[src/rtl/hazard_stall_ctrl.sv]
// Hazard/stall controller: decodes load-use, redirect and imem-wait hazards into pipeline enables and muxes.
// Outputs are combinational from state and inputs. fsm_pcsrc_en=0 freezes fetch, state and counters.
module hazard_stall_ctrl #(
    parameter int REG_AW       = 5,
    parameter int FLUSH_CYCLES = 1,
    parameter int LU_CYCLES    = 1,
    parameter int CNT_W        = 16
) (
    input  logic              clk,
    input  logic              rst_n,
    input  logic              fsm_pcsrc_en,
    input  logic              ex_mem_read,
    input  logic [REG_AW-1:0] ex_rd,
    input  logic [REG_AW-1:0] id_rs1,
    input  logic [REG_AW-1:0] id_rs2,
    input  logic              id_use_rs1,
    input  logic              id_use_rs2,
    input  logic              mem_jump,
    input  logic              mem_branch,
    input  logic              mem_br_taken,
    input  logic              mem_add_to_pc,
    input  logic              imem_ready,
    input  logic              clr_cnt,
    output logic              en_pc,
    output logic              en_ifid,
    output logic              ctrl_mux_de,
    output logic              ctrl_mux_ex,
    output logic [1:0]        pc_src,
    output logic [CNT_W-1:0]  stall_cnt,
    output logic [CNT_W-1:0]  flush_cnt,
    output logic [1:0]        state_o
);

    localparam int MAXC = (FLUSH_CYCLES > LU_CYCLES) ? FLUSH_CYCLES : LU_CYCLES;
    localparam int CW   = $clog2(MAXC + 1);
    localparam logic [CW-1:0] FL_LOAD = (FLUSH_CYCLES > 1) ? CW'(FLUSH_CYCLES - 2) : '0;
    localparam logic [CW-1:0] LU_LOAD = (LU_CYCLES > 1)    ? CW'(LU_CYCLES - 2)    : '0;

    typedef enum logic [1:0] {
        RUN      = 2'b00,
        LU_STALL = 2'b01,
        FLUSH    = 2'b10
    } state_t;

    state_t          r_state, w_state_nxt;
    logic [CW-1:0]   r_cnt, w_cnt_nxt;
    logic [CNT_W-1:0] r_stall_cnt, r_flush_cnt;

    logic       w_redirect, w_lu_haz, w_redir_acc;
    logic       w_en_pc, w_en_ifid, w_de, w_ex;
    logic [1:0] w_pc_src;

    assign w_redirect = mem_jump | (mem_branch & mem_br_taken);
    assign w_lu_haz   = ex_mem_read && (ex_rd != '0) &&
                        ((id_use_rs1 && (id_rs1 == ex_rd)) || (id_use_rs2 && (id_rs2 == ex_rd)));

    always_comb begin
        w_state_nxt = r_state;
        w_cnt_nxt   = r_cnt;
        w_en_pc     = 1'b1;
        w_en_ifid   = 1'b1;
        w_de        = 1'b1;
        w_ex        = 1'b1;
        w_pc_src    = 2'b00;
        w_redir_acc = 1'b0;
        case (r_state)
            RUN, LU_STALL: begin
                if (w_redirect) begin
                    w_en_ifid   = 1'b0;
                    w_de        = 1'b0;
                    w_ex        = 1'b0;
                    w_pc_src    = mem_add_to_pc ? 2'b01 : 2'b10;
                    w_redir_acc = 1'b1;
                    w_cnt_nxt   = FL_LOAD;
                    w_state_nxt = (FLUSH_CYCLES > 1) ? FLUSH : RUN;
                end else if (r_state == LU_STALL) begin
                    w_en_pc   = 1'b0;
                    w_en_ifid = 1'b0;
                    w_de      = 1'b0;
                    if (r_cnt == '0) w_state_nxt = RUN;
                    else             w_cnt_nxt   = r_cnt - 1'b1;
                end else if (w_lu_haz) begin
                    // The load itself keeps moving into EX/MEM; only the consumer is held.
                    w_en_pc   = 1'b0;
                    w_en_ifid = 1'b0;
                    w_de      = 1'b0;
                    if (LU_CYCLES > 1) begin
                        w_state_nxt = LU_STALL;
                        w_cnt_nxt   = LU_LOAD;
                    end
                end else if (!imem_ready) begin
                    w_en_pc   = 1'b0;
                    w_en_ifid = 1'b0;
                    w_de      = 1'b0;
                end
            end
            FLUSH: begin
                w_en_ifid = 1'b0;
                w_de      = 1'b0;
                w_ex      = 1'b0;
                if (r_cnt == '0) w_state_nxt = RUN;
                else             w_cnt_nxt   = r_cnt - 1'b1;
            end
            default: begin
                w_state_nxt = RUN;
                w_cnt_nxt   = '0;
            end
        endcase
        if (!fsm_pcsrc_en) begin
            w_en_pc   = 1'b0;
            w_en_ifid = 1'b0;
            w_pc_src  = 2'b00;
        end
    end

    always_ff @(posedge clk or negedge rst_n) begin
        if (!rst_n) begin
            r_state <= RUN;
            r_cnt   <= '0;
        end else if (fsm_pcsrc_en) begin
            r_state <= w_state_nxt;
            r_cnt   <= w_cnt_nxt;
        end
    end

    always_ff @(posedge clk or negedge rst_n) begin
        if (!rst_n) begin
            r_stall_cnt <= '0;
            r_flush_cnt <= '0;
        end else if (clr_cnt) begin
            r_stall_cnt <= '0;
            r_flush_cnt <= '0;
        end else begin
            if (fsm_pcsrc_en && !w_en_pc && (r_stall_cnt != '1))
                r_stall_cnt <= r_stall_cnt + 1'b1;
            if (fsm_pcsrc_en && w_redir_acc && (r_flush_cnt != '1))
                r_flush_cnt <= r_flush_cnt + 1'b1;
        end
    end

    assign en_pc       = w_en_pc;
    assign en_ifid     = w_en_ifid;
    assign ctrl_mux_de = w_de;
    assign ctrl_mux_ex = w_ex;
    assign pc_src      = w_pc_src;
    assign stall_cnt   = r_stall_cnt;
    assign flush_cnt   = r_flush_cnt;
    assign state_o     = r_state;

endmodule
[config.mk]
export PLATFORM = sky130hd
export DESIGN_NAME = hazard_stall_ctrl
export DESIGN_NICKNAME = d
export VERILOG_FILES = /design/src/rtl/hazard_stall_ctrl.sv
export SDC_FILE = /design/constraint.sdc
export NUM_CORES = 1
export LEC_CHECK = 0
export ABC_AREA = 0
export CAP_MARGIN = 25
export CORE_MARGIN = 2
export CORE_UTILIZATION = 49
export CTS_CLUSTER_SIZE = 8
export DETAILED_ROUTE_END_ITERATION = 8
export MAX_ROUTING_LAYER = met4
export PLACE_DENSITY = 0.86
export SLEW_MARGIN = 30
export SYNTH_ARGS = -nofsm -noshare
export SYNTH_HDL_FRONTEND = slang
export SYNTH_SLANG_ARGS = --single-unit
[constraint.sdc]
create_clock -name clk -period 2.9 [get_ports clk]
set_input_delay 0.435 -clock clk [delete_from_list [all_inputs] [get_ports clk]]
set_output_delay 0.435 -clock clk [all_outputs]
set_load 0.02 [all_outputs]
==> metrics.md <==
| Metric | Value |
|---|---|
| Final routed DRC violation total | 0 |
| Met1 global-route usage | 0.311 |
| Crit. End Element | output pin |
| Critical path arrival | 2300 ps |
| IO Pins | 67 |
| Nets | 316 |
| Cell family with most CP delay | buffers and inverters |
| Seq/Total Area, Yosys | 0.417 |
| Cell area power density | 370 mW/mm^2 |
| Via count of the routed design | 1918 |
| Pleak | 0.00108 uW |
| Core Region | 0.00372 sq mm |
| Post-Layout Cell Count | 336 |
| Post-DRT Antenna Nets | 0 |
| Clock tree from TritonCTS | yes |
| Combinational share of power | 0.136 |
| Reg2Reg Depth | 7 |
| Kind of critical path | in2out |
| Initial antenna violation count | 0 |
| Clock insertion delay at the later pin of the skew report | 290 ps |
| GRT overflow | 0 |
| Tmin final | 2740 ps |
| Ys flop type | dfrtp_1 |
| Synth top area share | 0.417 |
| CP Depth | 6 |
| DPL Wire Length | 3.57 mm |
| Htree depth | 2 |
| Pin count of the biggest net entering global routing | 33 |
| Number of synthesized register bits | 32 |
| Share of layout cells above drive strength 1 | 0.0764 |
| CP cell instances | clkdlybuf4s50_1, or4_1, o21ai_0, o21ai_1, a21oi_1, dlygate4sd2_1 |
| Crit path required time | 2470 ps |
| Int Power | 770 uW |
| Layout Skew | 4.66 ps |
| Post-route worst setup slack | 161 ps |
| Place WS | -111 ps |
| Clock Power Share | 0.416 |
| CTS sink cnt | 32 |
| Initial Util | 0.517 |
| CTS Root Cell | clkbuf_8 |
| Setup violators final | 0 |
| Buffers inserted by post-CTS timing repair | 0 |
| R2R Path Start | stall_cnt[1]$_DFFE_PN0P_ |
| Synth Area per Inst | 8.85 sq um |
| Sequential share of power | 0.448 |
| Grt met3 use | 0.0608 |
| Mapped Cells | 217 |
| Synth Warn # | 0 |
| Synth top cells by count | dfrtp_1, nor2_1, a21oi_1 |
| First-pass GRT wire length | 8.11 mm |
| Max Cap Viol | 0 |
| Hold slack final | 539 ps |
| Register area | 801 sq um |
| Multi-input logic area | 0.00104 sq mm |
| CTS clk-pin slew, worst paths | 70 ps |
| Buf+Inv Stages, Crit Path | 2 |
| Syn-to-layout area delta | 42.4% |
| Drt total wl | 4.97 mm |
| Synth cell types | 38 |
| Leading area contributor after synthesis | dfrtp_1 |
| CTS Buffer Depth | 2 |
| Max VDD drop | 0.000303 V |
| Crit path largest cell delay | 490 ps |
| Die area | 0.00444 sq mm |
| DIE HEIGHT | 66.6 microns |
| Post-synth EDFFs | 0 |
| Initial DRC count | 114 |
| RSZ-0062 raised after global routing | no |
| Via/cell ratio | 5.71 |
| Hold Vio Cnt, Final | 0 |
| Gr busiest metal | met2 |
| Critical path launch point | ex_rd[3] |
| Total GRT Usage | 0.244 |
| R2r endpoint | stall_cnt[2]$_DFFE_PN0P_ |
| DRT Pass-1 Iters | 4 |
| Synth area leaders | dfrtp_1, xor2_1, nor2_1, a21oi_1, nand3_1 |
| Worst-margin pin slew | 605 ps |
| Number of port buffers | 64 |
| Num rows | 22 |
| FILL cells | 288 |
| Post-Syn Area | 0.00192 sq mm |
| Worst Path Max Fanout | 4 |
| Final worst-path cycle share | 0.945 |
| Setup tns final | 0 ps |
| Ant diodes | 0 |
| Fmax achieved | 365 MHz |
| R2R setup slack | 710 ps |
| Placed cells | 328 |
| Final GP Congestion | 0.819 |
| Vias in the first global route | 1809 |
| Status | finished clean |
| Chip width | 66.6 microns |
| P_sw | 243 uW |
| CTS buffer count | 5 |
| Slew Limit Fails | 0 |
| Synth async-reset ratio | 1.00 |
| Top-count cell post-synth | dfrtp_1 |
| Slew HR | 0.594 |
| Critical path capture point | en_pc |
| Critical path's slowest cell | or4_1 |
| Hold Path Class | in2async |
| Switching share of power | 0.240 |
| Met2 usage | 0.375 |
| Startpoint class of the critical path | input port |
| Wire length per cell | 14.8 microns |
[cell type report]
cell class / instances / area share
Timing Repair Buffer: 72 / 0.255
Tap cell: 48 / 0.0220
Clock buffer: 6 / 0.0265
Multi-Input combinational cell: 167 / 0.379
Sequential cell: 32 / 0.293
Clock inverter: 2 / 0.0128
Inverter: 9 / 0.0124
[timing repair]
item	4_1_cts	5_1_grt
setup endpoints to repair	3	0
hold buffers	0	0
resized for setup	3	0
[sequential cells by signal, indices dropped and copies added, names as in the netlist]
| name | count |
|---|---|
| flush_cnt | 16 |
| stall_cnt | 16 |
[layout by cell type (no fill, tap or decap), types with 3 or more instances in the layout]
cell / Yosys / routed
a21oi_1: 17 / 17
and3_1: 4 / 4
buf_4: 2 / 8
clkbuf_8: 0 / 5
clkdlybuf4s50_1: 0 / 61
dfrtp_1: 32 / 32
dlygate4sd2_1: 0 / 3
inv_1: 9 / 9
mux2_2: 3 / 3
nand2_1: 11 / 11
nand3_1: 15 / 15
nand4_1: 4 / 4
nor2_1: 27 / 27
nor2b_1: 3 / 3
nor3_1: 7 / 7
nor4_1: 3 / 3
o21ai_0: 5 / 5
o31ai_1: 9 / 9
or3_1: 3 / 3
or4_1: 10 / 10
xnor2_1: 8 / 8
xor2_1: 14 / 14
[power groups by stage]
stage	logic, uW	clock network (uW)	registers, uW
floorplan	58.5	0	465
global placement	136	0	462
detailed placement	139	0	462
CTS	138	423	453
global route	149	448	453
finish	138	421	454
[worst reg2reg max path: stages (launching register included)]
cell	delay, ps
dfrtp_1	440
ha_1	230
nand3_1	140
nor2_1	140
a31o_2	440
inv_1	210
nand3_1	150
mux2_2	330
[how the worst min path moves through the flow]
stage	from	end	cells past startpoint
2_1_floorplan	rst_n	flush_cnt[0]$_DFFE_PN0P_	0
3_3_place_gp	flush_cnt[10]$_DFFE_PN0P_	flush_cnt[10]$_DFFE_PN0P_	2
3_5_place_dp	flush_cnt[12]$_DFFE_PN0P_	flush_cnt[12]$_DFFE_PN0P_	2
4_1_cts	rst_n	flush_cnt[10]$_DFFE_PN0P_	2
5_1_grt	rst_n	flush_cnt[6]$_DFFE_PN0P_	2
6_report	rst_n	flush_cnt[6]$_DFFE_PN0P_	2
[through the flow]
| step | power, uW | instance area (sq um) | utilization |
|---|---|---|---|
| floorplan | 523 | 1920 | - |
| global placement | 598 | 2630 | 0.708 |
| detailed placement | 601 | 2630 | 0.708 |
| CTS | 1010 | 2740 | 0.736 |
| global route | 1050 | 2740 | 0.736 |
| finish | 1010 | 2740 | 0.736 |
[cells by family (layout without fill, tap and decap cells)]
group           after synthesis  after routing  synth area share
compound gates               43             43             0.145
fa+ha+maj                     2              2            0.0130
other cells                   1              2           0.00195
simple gates                 94             94             0.255
flops                        32             32             0.417
xor+xnor                     22             22             0.100
buf+inv                      19             89            0.0456
mux                           4              4            0.0228
[per-layer routing]
metal | share of wire | vias to the layer above
met3 | 0.063 | 7
met4 | 0.014 | 0
met5 | 0 | -
met1 | 0.42 | 926
li1 | - | 919
met2 | 0.50 | 66
Note: power is estimated with default switching activity, not from simulation.
==> RTL edit (config.mk and constraints unchanged) <==
Put one more register stage on the output `stall_cnt`, cleared by the reset. The value now appears one clock later. The other outputs are not delayed to match.
--- a/src/rtl/hazard_stall_ctrl.sv
+++ b/src/rtl/hazard_stall_ctrl.sv
@@ -145,3 +145,9 @@
     assign pc_src      = w_pc_src;
-    assign stall_cnt   = r_stall_cnt;
+    always_ff @(posedge clk or negedge rst_n) begin
+        if (!rst_n) begin
+            stall_cnt <= '0;
+        end else begin
+            stall_cnt <= r_stall_cnt;
+        end
+    end
     assign flush_cnt   = r_flush_cnt;
Behaviour: not the same (Yosys sat finds a counterexample within 4 cycles, from zero or initial values and one cycle with rst_n low).
==> RTL edit against the original RTL <==
  * Design area grew 13%
  * Sequential cell count up 16
  * Count of clock-buffer cells in the layout shrank 1
  * Total power is 20% higher
  * Routed wire length is 7.4% higher
  * Final cell count grew 2.4%
  * Utilization decreased by 3.9 points
  * Worst setup slack got worse by 74 ps
  * Area after synthesis increased by 20%
  * Critical path depth unchanged
  * Critical endpoint unchanged
  * First-iteration DRC count up 44%
  * Via count is 3.2% higher
  * Critical path type unchanged
==> RTL edit: results <==
export IMPL_outcome="completed"
export IMPL_cp_arrival_ps=2380
export IMPL_grt_pass1_vias=1812
export IMPL_synth_area_leaders="dfrtp_1, xor2_1, or4_1"
export IMPL_fillCellCount=344
export IMPL_worstSkewPairLatency_ps=310
export IMPL_dpl_worst_slack_ps=-252
export IMPL_irDropWorstVdd_mv=0.318
export IMPL_worst_path_max_fanout=3
export IMPL_synth_commonest_cells="dfrtp_1, nor2_1, xor2_1"
export IMPL_finalNetCount=320
export IMPL_relSlewSlack=0.611
export IMPL_dp_hpwl_um=3800
export IMPL_ys_seq_area_frac=0.520
export IMPL_grt_pass1_wl_um=8750
export IMPL_layout_drive_gt1_share=0.0788
export IMPL_yosysUniqueCellTypes=37
export IMPL_multiInputGateArea_mm2=0.00104
export IMPL_placed_area_mm2=0.00301
export IMPL_grt_max_degree=49
export IMPL_fin_skew_ps=7.03
export IMPL_synth_cells=223
export IMPL_grt_total_usage=0.220
export IMPL_place_congestion=0.798
export IMPL_leakage_nw=1.32
export IMPL_cts_clk_slew_worst_paths_ps=90
export IMPL_drt_initial_drc_count=164
==> RTL edit: changes by cell type after synthesis, moves of 4 or more <==
cell / delta
nand4_1: +4
nor2_1: -5
nor3_1: -6
inv_1: -6
xor2_1: +5
dfrtp_1: +16
==> RTL edit: worst paths after layout <==
check                                start              end  slack [ps]  depth (start not counted)
setup / recovery                  ex_rd[1]            en_pc          90                          6
setup reg to reg            r_stall_cnt[0]  r_stall_cnt[15]         700                          7
hold / removal                       rst_n     flush_cnt[2]         130                          1
hold reg to reg            r_stall_cnt[15]    stall_cnt[15]         440                          0
max in group asynchronous            rst_n     stall_cnt[7]        2380                          1
min in group clk           r_stall_cnt[15]    stall_cnt[15]         440                          0
==> RTL edit: metal layers <==
layer | global-route usage | vias up | wire length, um
met5 | - | - | 0
met2 | 0.357 | 55 | 2820
met1 | 0.275 | 970 | 2170
met4 | 0.0844 | 0 | 138
met3 | 0.0387 | 13 | 206
li1 | - | 941 | -
==> RTL edit: area by class of cell <==
cell class / instances / area share
clock inverter: 3 / 0.00606
timing repair buffer: 72 / 0.224
sequential: 48 / 0.388
tap: 52 / 0.0210
multi-input combinational: 161 / 0.335
clock buffer: 5 / 0.0222
inverter: 3 / 0.00363
==> RTL edit: where the power goes <==
group	total [mW]	internal [mW]	switching [mW]
Sequential	0.677	0.672	0.00498
Combinational	0.139	0.0651	0.0735
Clock	0.399	0.168	0.230
Total	1.21	0.906	0.309
==> RTL edit: logic make-up after synthesis <==
logic type / after synthesis / share of synthesized area
compound gates: 35 / 0.0970
xor+xnor: 25 / 0.0948
fa+ha+maj: 2 / 0.0108
buf+inv: 15 / 0.0320
flops: 48 / 0.520
mux: 4 / 0.0190
other cells: 1 / 0.00162
simple gates: 93 / 0.225
